**src/rtl/vscale_md_issue_if.sv**
```systemverilog
// vscale_md_issue_if: decode, multiply/divide unit and writeback signals of the RV32M issue block
interface vscale_md_issue_if #(parameter int XPR_LEN = 32);
    logic               dx_valid;
    logic               dx_ready;
    logic [2:0]         dx_funct3;
    logic [4:0]         dx_rd;
    logic [XPR_LEN-1:0] dx_rs1_data;
    logic [XPR_LEN-1:0] dx_rs2_data;
    logic               kill;
    logic               busy;
    logic               md_req_valid;
    logic               md_req_ready;
    logic [1:0]         md_req_op;
    logic [1:0]         md_req_out_sel;
    logic               md_req_in_1_signed;
    logic               md_req_in_2_signed;
    logic [XPR_LEN-1:0] md_req_in_1;
    logic [XPR_LEN-1:0] md_req_in_2;
    logic               md_resp_valid;
    logic [XPR_LEN-1:0] md_resp_result;
    logic               wb_valid;
    logic [4:0]         wb_rd;
    logic [XPR_LEN-1:0] wb_data;
    logic               wb_ready;

    modport slave (
        input  dx_valid, dx_funct3, dx_rd, dx_rs1_data, dx_rs2_data, kill,
               md_req_ready, md_resp_valid, md_resp_result, wb_ready,
        output dx_ready, busy, md_req_valid, md_req_op, md_req_out_sel,
               md_req_in_1_signed, md_req_in_2_signed, md_req_in_1, md_req_in_2,
               wb_valid, wb_rd, wb_data
    );

    modport master (
        output dx_valid, dx_funct3, dx_rd, dx_rs1_data, dx_rs2_data, kill,
               md_req_ready, md_resp_valid, md_resp_result, wb_ready,
        input  dx_ready, busy, md_req_valid, md_req_op, md_req_out_sel,
               md_req_in_1_signed, md_req_in_2_signed, md_req_in_1, md_req_in_2,
               wb_valid, wb_rd, wb_data
    );
endinterface

```
**src/rtl/vscale_md_issue.sv**
```systemverilog
// vscale_md_issue: issues one RV32M instruction to the multiply/divide unit and writes its result back
module vscale_md_issue #(
    parameter int XPR_LEN = 32
) (
    input logic              clk,
    input logic              reset,
    vscale_md_issue_if.slave bus
);
    typedef enum logic [2:0] {IDLE, REQ, WAIT, WB, DRAIN} state_t;

    localparam logic [1:0] OP_MUL = 2'd0, OP_DIV = 2'd1, OP_REM = 2'd2;
    localparam logic [1:0] SEL_LO = 2'd0, SEL_HI = 2'd1, SEL_REM = 2'd2;
    localparam logic [XPR_LEN-1:0] MIN_NEG = {1'b1, {(XPR_LEN-1){1'b0}}};

    state_t             state_q, state_d;
    logic [4:0]         rd_q, rd_d;
    logic [1:0]         op_q, op_d, sel_q, sel_d;
    logic               s1_q, s1_d, s2_q, s2_d;
    logic [XPR_LEN-1:0] in1_q, in1_d, in2_q, in2_d, wb_data_q, wb_data_d;
    logic               accept, div_zero, overflow, special;
    logic [XPR_LEN-1:0] special_res;

    // divide-by-zero and signed overflow are resolved here without using the md unit
    always_comb begin
        accept      = bus.dx_valid && state_q == IDLE && !bus.kill;
        div_zero    = bus.dx_rs2_data == '0;
        overflow    = !bus.dx_funct3[0] && bus.dx_rs1_data == MIN_NEG && bus.dx_rs2_data == '1;
        special     = bus.dx_funct3[2] && (div_zero || overflow);
        special_res = div_zero ? (bus.dx_funct3[1] ? bus.dx_rs1_data : '1)
                               : (bus.dx_funct3[1] ? '0 : MIN_NEG);
    end

    // next state: capture and decode on accept, then request, wait, write back
    always_comb begin
        state_d   = state_q;
        rd_d      = rd_q;
        op_d      = op_q;
        sel_d     = sel_q;
        s1_d      = s1_q;
        s2_d      = s2_q;
        in1_d     = in1_q;
        in2_d     = in2_q;
        wb_data_d = wb_data_q;
        if (accept) begin
            rd_d      = bus.dx_rd;
            in1_d     = bus.dx_rs1_data;
            in2_d     = bus.dx_rs2_data;
            op_d      = bus.dx_funct3[2] ? (bus.dx_funct3[1] ? OP_REM : OP_DIV) : OP_MUL;
            sel_d     = bus.dx_funct3[2] ? (bus.dx_funct3[1] ? SEL_REM : SEL_LO)
                                         : (bus.dx_funct3[1:0] == 2'd0 ? SEL_LO : SEL_HI);
            s1_d      = bus.dx_funct3[2] ? !bus.dx_funct3[0] : !(&bus.dx_funct3[1:0]);
            s2_d      = bus.dx_funct3[2] ? !bus.dx_funct3[0] : !bus.dx_funct3[1];
            wb_data_d = special ? special_res : wb_data_q;
            state_d   = special ? WB : REQ;
        end
        case (state_q)
            REQ:     state_d = bus.kill ? IDLE : (bus.md_req_ready ? WAIT : REQ);
            WAIT: begin
                state_d = bus.md_resp_valid ? (bus.kill ? IDLE : WB) : (bus.kill ? DRAIN : WAIT);
                if (bus.md_resp_valid && !bus.kill) wb_data_d = bus.md_resp_result;
            end
            WB:      state_d = bus.wb_ready ? IDLE : WB;
            DRAIN:   state_d = bus.md_resp_valid ? IDLE : DRAIN;
            default: ;
        endcase
    end

    // state and captured fields; reset clears everything
    always_ff @(posedge clk) begin
        if (reset) begin
            state_q   <= IDLE;
            rd_q      <= '0;
            op_q      <= '0;
            sel_q     <= '0;
            s1_q      <= 1'b0;
            s2_q      <= 1'b0;
            in1_q     <= '0;
            in2_q     <= '0;
            wb_data_q <= '0;
        end else begin
            state_q   <= state_d;
            rd_q      <= rd_d;
            op_q      <= op_d;
            sel_q     <= sel_d;
            s1_q      <= s1_d;
            s2_q      <= s2_d;
            in1_q     <= in1_d;
            in2_q     <= in2_d;
            wb_data_q <= wb_data_d;
        end
    end

    assign bus.dx_ready           = state_q == IDLE;
    assign bus.busy               = state_q != IDLE;
    assign bus.md_req_valid       = state_q == REQ;
    assign bus.md_req_op          = op_q;
    assign bus.md_req_out_sel     = sel_q;
    assign bus.md_req_in_1_signed = s1_q;
    assign bus.md_req_in_2_signed = s2_q;
    assign bus.md_req_in_1        = in1_q;
    assign bus.md_req_in_2        = in2_q;
    assign bus.wb_valid           = state_q == WB;
    assign bus.wb_rd              = rd_q;
    assign bus.wb_data            = wb_data_q;
endmodule

```
**src/flat_wrapper.sv**
```systemverilog
// flat-port wrapper written by rule: the top's interface ports become plain ports
module vscale_md_issue_flat 
#(
    parameter int XPR_LEN = 32
)
  (clk, reset, bus_dx_valid, bus_dx_funct3, bus_dx_rd, bus_dx_rs1_data, bus_dx_rs2_data, bus_kill, bus_md_req_ready, bus_md_resp_valid, bus_md_resp_result, bus_wb_ready, bus_dx_ready, bus_busy, bus_md_req_valid, bus_md_req_op, bus_md_req_out_sel, bus_md_req_in_1_signed, bus_md_req_in_2_signed, bus_md_req_in_1, bus_md_req_in_2, bus_wb_valid, bus_wb_rd, bus_wb_data);
  vscale_md_issue_if #(.XPR_LEN(XPR_LEN)) bus_i ();
  input logic clk;
  input logic reset;
  input wire logic [$bits(bus_i.dx_valid)-1:0] bus_dx_valid;
  input wire logic [$bits(bus_i.dx_funct3)-1:0] bus_dx_funct3;
  input wire logic [$bits(bus_i.dx_rd)-1:0] bus_dx_rd;
  input wire logic [$bits(bus_i.dx_rs1_data)-1:0] bus_dx_rs1_data;
  input wire logic [$bits(bus_i.dx_rs2_data)-1:0] bus_dx_rs2_data;
  input wire logic [$bits(bus_i.kill)-1:0] bus_kill;
  input wire logic [$bits(bus_i.md_req_ready)-1:0] bus_md_req_ready;
  input wire logic [$bits(bus_i.md_resp_valid)-1:0] bus_md_resp_valid;
  input wire logic [$bits(bus_i.md_resp_result)-1:0] bus_md_resp_result;
  input wire logic [$bits(bus_i.wb_ready)-1:0] bus_wb_ready;
  output wire logic [$bits(bus_i.dx_ready)-1:0] bus_dx_ready;
  output wire logic [$bits(bus_i.busy)-1:0] bus_busy;
  output wire logic [$bits(bus_i.md_req_valid)-1:0] bus_md_req_valid;
  output wire logic [$bits(bus_i.md_req_op)-1:0] bus_md_req_op;
  output wire logic [$bits(bus_i.md_req_out_sel)-1:0] bus_md_req_out_sel;
  output wire logic [$bits(bus_i.md_req_in_1_signed)-1:0] bus_md_req_in_1_signed;
  output wire logic [$bits(bus_i.md_req_in_2_signed)-1:0] bus_md_req_in_2_signed;
  output wire logic [$bits(bus_i.md_req_in_1)-1:0] bus_md_req_in_1;
  output wire logic [$bits(bus_i.md_req_in_2)-1:0] bus_md_req_in_2;
  output wire logic [$bits(bus_i.wb_valid)-1:0] bus_wb_valid;
  output wire logic [$bits(bus_i.wb_rd)-1:0] bus_wb_rd;
  output wire logic [$bits(bus_i.wb_data)-1:0] bus_wb_data;
  assign bus_i.dx_valid = bus_dx_valid;
  assign bus_i.dx_funct3 = bus_dx_funct3;
  assign bus_i.dx_rd = bus_dx_rd;
  assign bus_i.dx_rs1_data = bus_dx_rs1_data;
  assign bus_i.dx_rs2_data = bus_dx_rs2_data;
  assign bus_i.kill = bus_kill;
  assign bus_i.md_req_ready = bus_md_req_ready;
  assign bus_i.md_resp_valid = bus_md_resp_valid;
  assign bus_i.md_resp_result = bus_md_resp_result;
  assign bus_i.wb_ready = bus_wb_ready;
  assign bus_dx_ready = bus_i.dx_ready;
  assign bus_busy = bus_i.busy;
  assign bus_md_req_valid = bus_i.md_req_valid;
  assign bus_md_req_op = bus_i.md_req_op;
  assign bus_md_req_out_sel = bus_i.md_req_out_sel;
  assign bus_md_req_in_1_signed = bus_i.md_req_in_1_signed;
  assign bus_md_req_in_2_signed = bus_i.md_req_in_2_signed;
  assign bus_md_req_in_1 = bus_i.md_req_in_1;
  assign bus_md_req_in_2 = bus_i.md_req_in_2;
  assign bus_wb_valid = bus_i.wb_valid;
  assign bus_wb_rd = bus_i.wb_rd;
  assign bus_wb_data = bus_i.wb_data;
  vscale_md_issue #(.XPR_LEN(XPR_LEN)) u_core (.clk(clk), .reset(reset), .bus(bus_i));
endmodule
```
**config.mk**
```make
export PLATFORM = sky130hd
export DESIGN_NAME = vscale_md_issue_flat
export DESIGN_NICKNAME = d
export VERILOG_FILES = /design/src/rtl/vscale_md_issue_if.sv /design/src/rtl/vscale_md_issue.sv /design/src/flat_wrapper.sv
export SDC_FILE = /design/constraint.sdc
export NUM_CORES = 1
export LEC_CHECK = 0
export ABC_AREA = 1
export CAP_MARGIN = 30
export CORE_MARGIN = 1.5
export CORE_UTILIZATION = 38
export DETAILED_ROUTE_END_ITERATION = 7
export GPL_TIMING_DRIVEN = 1
export PLACE_DENSITY = 0.78
export SLEW_MARGIN = 25
export SYNTH_ARGS = -nofsm -noshare
export SYNTH_HDL_FRONTEND = slang
export SYNTH_SLANG_ARGS = --single-unit
export TNS_END_PERCENT = 5
```
**constraint.sdc**
```tcl
create_clock -name clk -period 1.5 [get_ports clk]
set_input_delay 0.375 -clock clk [delete_from_list [all_inputs] [get_ports clk]]
set_output_delay 0.375 -clock clk [all_outputs]
set_load 0.005 [all_outputs]
```
# Yosys cells after proc, flatten, opt, wreduce, memory -nomap -nowiden
# Cells that the tools add are included.
# word_totals
reg_bits	110
inputBits	111
# op_classes
eq_ne	6
muxes	24
n_reduce_logical	17
# ops
operator	n
2-to-1 mux 32 bit	7
equality test 32 bit (second input constant)	2
zero test 32 bit	1
2-to-1 mux 2 bit	8
2-to-1 mux 3 bit	5
case mux 3 bit (4 select lines)	1
equality test 3 x 2 -> 1 bit (second input constant)	2
logical AND 1 bit	6
nonzero test 5 bit	1
zero test 1 bit	4
equality test 3 x 1 -> 1 bit (second input constant)	1
equality test 3 bit (second input constant)	1
zero test 3 bit	1
2-to-1 mux 1 bit	3
nonzero test 3 bit	1
zero test 2 bit	1
AND reduction 2 bit	1
logical OR 1 bit	1

# Depth between registers and ports, before layout
# logic_depth
ltp_word	9
depth_mapped	12
mapped_depth_nobuf	12

# Worst setup path after synthesis
# OpenSTA, ideal clock, no wires.
# synth_path
path_type	input to register
start	in bus_dx_rs2_data[26]
end	reg u_core.wb_data_q[11] (netlist: u_core.bus.wb_data[11])
arrival_time_ns	1.288
path_slack_ns	0.090
cell_stages	11
path_buffers	1
path_cell_list	nor2_1 > nand2_1 > nor2_1 > nand2_1 > nor2_4 > nand2_4 > nand2_2 > inv_2 > buf_4 > nand2_1 > a21oi_2
# synth_between
elab_chain_len	8
word_cells_on_any_way	10
cone_classes	eq/ne (1); mux (5); reduce/logical (4)
# synth_lines
item	line_no	text
start: declaration	flat_wrapper.sv:14	input wire logic [$bits(bus_i.dx_rs2_data)-1:0] bus_dx_rs2_data;
equality test 32 bit	vscale_md_issue.sv:27	overflow = !bus.dx_funct3[0] && bus.dx_rs1_data == MIN_NEG && bus.dx_rs2_data == '1;
logical AND 1 bit	vscale_md_issue.sv:27	
logical OR 1 bit	vscale_md_issue.sv:28	special = bus.dx_funct3[2] && (div_zero || overflow);
logical AND 1 bit	vscale_md_issue.sv:28	
2-to-1 mux 32 bit (*)	vscale_md_issue.sv:53	wb_data_d = special ? special_res : wb_data_q;
2-to-1 mux 32 bit (*)	vscale_md_issue.sv:44	if (accept) begin
2-to-1 mux 32 bit	vscale_md_issue.sv:60	if (bus.md_resp_valid && !bus.kill) wb_data_d = bus.md_resp_result;
2-to-1 mux 32 bit (*)	vscale_md_issue.sv:56	case (state_q)
end signal: assignment	vscale_md_issue.sv:89	wb_data_q <= wb_data_d;
end: declaration	vscale_md_issue.sv:19	logic [XPR_LEN-1:0] in1_q, in1_d, in2_q, in2_d, wb_data_q, wb_data_d;
# Every way passes the cells marked *; elsewhere a longest branch is shown, timed or not.
# A chain may end at the register's enable or synchronous reset.

# Worst setup path after layout
# layout_path
start	in bus_dx_rs2_data[12]
end	reg u_core.wb_data_q[31] (netlist: u_core.bus.wb_data[31])
# The elaborated chain is that of the path after synthesis.

==> results.sh <==
export IMPL_slew_violations=0
export IMPL_drt_total_wl_um=17900
export IMPL_syn_area_mm2=0.00490
export IMPL_ant_nets=0
export IMPL_rsz0062_at_grt="true"
export IMPL_ys_ff_latch=109
export IMPL_drc_errors=0
export IMPL_final_nets=1114
export IMPL_cp_start_kind="input pin"
export IMPL_synth_commonest_cells="nor2_1, o21ai_0, dfxtp_1, nand2_1, inv_1"
export IMPL_synth_area_leaders="dfxtp_1, nor2_1, o21ai_0, nand2_1, inv_1"
export IMPL_dpl_instance_area_mm2=0.00776
export IMPL_finalHoldViolCount=0
export IMPL_r2r_slack_ns=-0.04
export IMPL_tritoncts="yes"
export IMPL_core_area_mm2=0.0126
export IMPL_first_pass_iters=7
export IMPL_final_cell_area_mm2=0.00842
export IMPL_synthDistinctLibCells=28
export IMPL_power_density_mw_per_mm2=1130
export IMPL_crit_top_cell="nand3_2"
export IMPL_rr_startpoint="u_core.state_q[0]$_SDFFE_PP0P_"
export IMPL_stdcell_count=1181
export IMPL_yosysTopAreaCell="dfxtp_1"
export IMPL_syn_area_per_cell_um2=6.96
export IMPL_crit_arrival_ns=1.82
export IMPL_synth_flop_cell="dfxtp_1"
export IMPL_worstSkewPairLatency_ns=0.35
export IMPL_crit_type="input pin to flop"
export IMPL_vdd_drop_max_v=0.00117
export IMPL_grt_pass1_wl_um=26200
export IMPL_antenna_found_initial=1
export IMPL_violations="setup timing"
export IMPL_place_hpwl_um=11600
export IMPL_hold_class="input pin to flop"
export IMPL_fin_util=0.667
export IMPL_crit_path_top_delay_cell="nor2_4"
export IMPL_critical_path_top_delay_family="simple AND/OR/NAND/NOR gates"
export IMPL_wl_per_cell_um=15.1
export IMPL_period_share=1.05
export IMPL_swShare=0.326
export IMPL_clk_pin_slew_ns=0.07
export IMPL_intPower_mw=6.41
export IMPL_place_inst=1124
export IMPL_cp_required_ns=1.75
export IMPL_fp_dieArea_mm2=0.0136
export IMPL_finalWorstSetupSlack_ns=-0.0723
export IMPL_holdBufCountCts=0
export IMPL_grt_usage=0.251
export IMPL_p_sw_mw=3.11
export IMPL_tightest_slew_ns=0.408
export IMPL_die_x_um=117
export IMPL_path_cells="clkbuf_2, nor2_1, nand3_2, nor2_2, nand2_2, nor2_4, nand2_4, clkbuf_16, nand3_1, nand3_2, nand2_1, inv_1"
export IMPL_yosysMostFrequentCell="nor2_1"
export IMPL_total_leakage_power_nw=3.99
export IMPL_seq_area_frac_synth=0.445
export IMPL_clock_sinks=109
export IMPL_synth_edf_count=0
export IMPL_drv_cap=0
export IMPL_clkPwrFrac=0.239
export IMPL_cp_startpoint="bus_dx_rs2_data[12]"
export IMPL_synthToLayoutAreaGrowth_pct=71.8
export IMPL_grt_pass1_vias=5269
export IMPL_syn_inst=704
export IMPL_fin_crit_ns=1.57
export IMPL_cp_end_kind="flop"
export IMPL_slew_headroom=0.725
export IMPL_pre_cts_ws_ns=-0.725
export IMPL_critPathBufInv=3
export IMPL_cts_root_buf="clkbuf_16"
export IMPL_path_max_fanout=6
export IMPL_port_buffers=221
export IMPL_grt_max_degree=46
export IMPL_synth_nets=815
export IMPL_numCtsBuffers=9
export IMPL_slowest_delay_ns=0.22
export IMPL_vias=5666
export IMPL_viasPerCell=4.80
export IMPL_grt_overflow=0
export IMPL_yosys_warnings=0
export IMPL_p_comb_frac=0.373
export IMPL_hold_start="bus_dx_rs2_data[24]"
export IMPL_setup_viol=36
export IMPL_synth_top_area_share=0.445
export IMPL_max_freq_mhz=636
export IMPL_start_util=0.388
export IMPL_cts_max_path_buffers=2
export IMPL_async_flop_share=0
export IMPL_drive_above_1_share=0.260
export IMPL_drtIter0Drc=393
export IMPL_htree_levels=3
export IMPL_pwr_share_seq=0.387
export IMPL_num_rows=41
export IMPL_gp_congestion=0.890
export IMPL_pin_count=222
export IMPL_outcome="complete, but fails checks"
export IMPL_skew_ns=0.00650
export IMPL_die_height_um=117
==> placed cells by master (no fill, tap or decap), types with 5 or more instances in the layout <==
master and count:
nor2_1 186, dlygate4sd2_1 138, dfxtp_1 95, o21ai_0 92
buf_4 89, nand2_1 65, clkdlybuf4s50_1 45, inv_1 44
o21ai_1 31, a21oi_1 23, a21oi_2 22, clkbuf_2 22
o21ai_2 13, inv_2 12, dfxtp_2 12, nand2_2 11
nor2_2 11, buf_12 11, clkbuf_16 10, nand3_1 7
nor2_4 6, nand3_2 6, buf_6 6, dlymetal6s2s_1 5
clkdlybuf4s15_1 5
==> final cells by class <==
type                    count  area, µm²
diodes                      1       2.50
clock buffers              12        256
inverters                  60        248
repair buffers            329       2970
repair inverters            2       22.5
flip-flops and latches    109       2200
multi-input cells         492       2470
fillers                  1146       4200
well taps                 172        215
clock inverters             4       22.5
==> worst paths after layout <==
path,to,cells after the start
setup reg to reg,u_core.bus.wb_data[31]$_SDFF_PP0_,11
setup / recovery,u_core.bus.wb_data[31]$_SDFF_PP0_,12
hold reg to reg,u_core.bus.wb_data[3]$_SDFF_PP0_,2
hold / removal,u_core.bus.md_req_in_2[24]$_SDFFE_PP0P_,3
==> repair_timing <==
action / 4_1_cts / 5_1_grt
resized for setup: 274 / 88
pin swaps: 48 / 40
endpoints found under the setup margin: 219 / 108
gates cloned: 5 / 2
setup buffers: 27 / 6
==> tightest hold or removal path: stages <==
cell,delay (ns)
clkbuf_2,0.10
o21ai_1,0.07
nor2_1,0.07
==> power by group through the flow <==
stage	Sequential (mW)	Combinational [mW]	Clock, mW
finish	3.69	3.55	2.28
CTS	3.68	3.38	2.33
global placement	3.71	3.48	0
detailed placement	3.72	3.53	0
floorplan	3.75	1.46	0
global route	3.74	3.92	2.43
==> registers in the layout, indices dropped and copies added (netlist names) <==
signal / flops
u_core.bus.md_req_in_1: 32
u_core.state_q: 3
u_core.bus.md_req_op: 1
u_core.bus.wb_rd: 5
u_core.bus.wb_data: 32
u_core.bus.md_req_in_1_signed: 1
u_core.bus.md_req_in_2: 32
u_core.bus.md_req_out_sel: 2
u_core.bus.md_req_in_2_signed: 1
==> cells by family (layout without fill, tap and decap cells) <==
family / count (synthesis) / count (layout) / synth area share
compound gates: 185 / 185 / 0.206
buf+inv: 104 / 407 / 0.0973
other cells: 0 / 1 / 0
flops: 109 / 109 / 0.445
simple gates: 306 / 307 / 0.251
==> through the flow <==
| step | hold slack (ns) | TNS (ns) | power [mW] |
|---|---|---|---|
| after global routing | 0.324 | -5.14 | 10.1 |
| after detailed placement | 0.453 | -59.90 | 7.25 |
| after CTS | 0.414 | -0.837 | 9.38 |
| after floorplan | 0.444 | 0 | 5.22 |
| after global placement | 0.445 | -57.06 | 7.18 |
| final | 0.299 | -1.49 | 9.52 |
==> routing by layer <==
metal  track usage  vias up  part of all wire
met5             0        -                 0
met4         0.104        0             0.028
met3        0.0566       41             0.069
met2         0.426      198              0.49
met1         0.307     2575              0.42
li1              -     2852                 -
No activity file was read; power rests on OpenSTA's default activity.
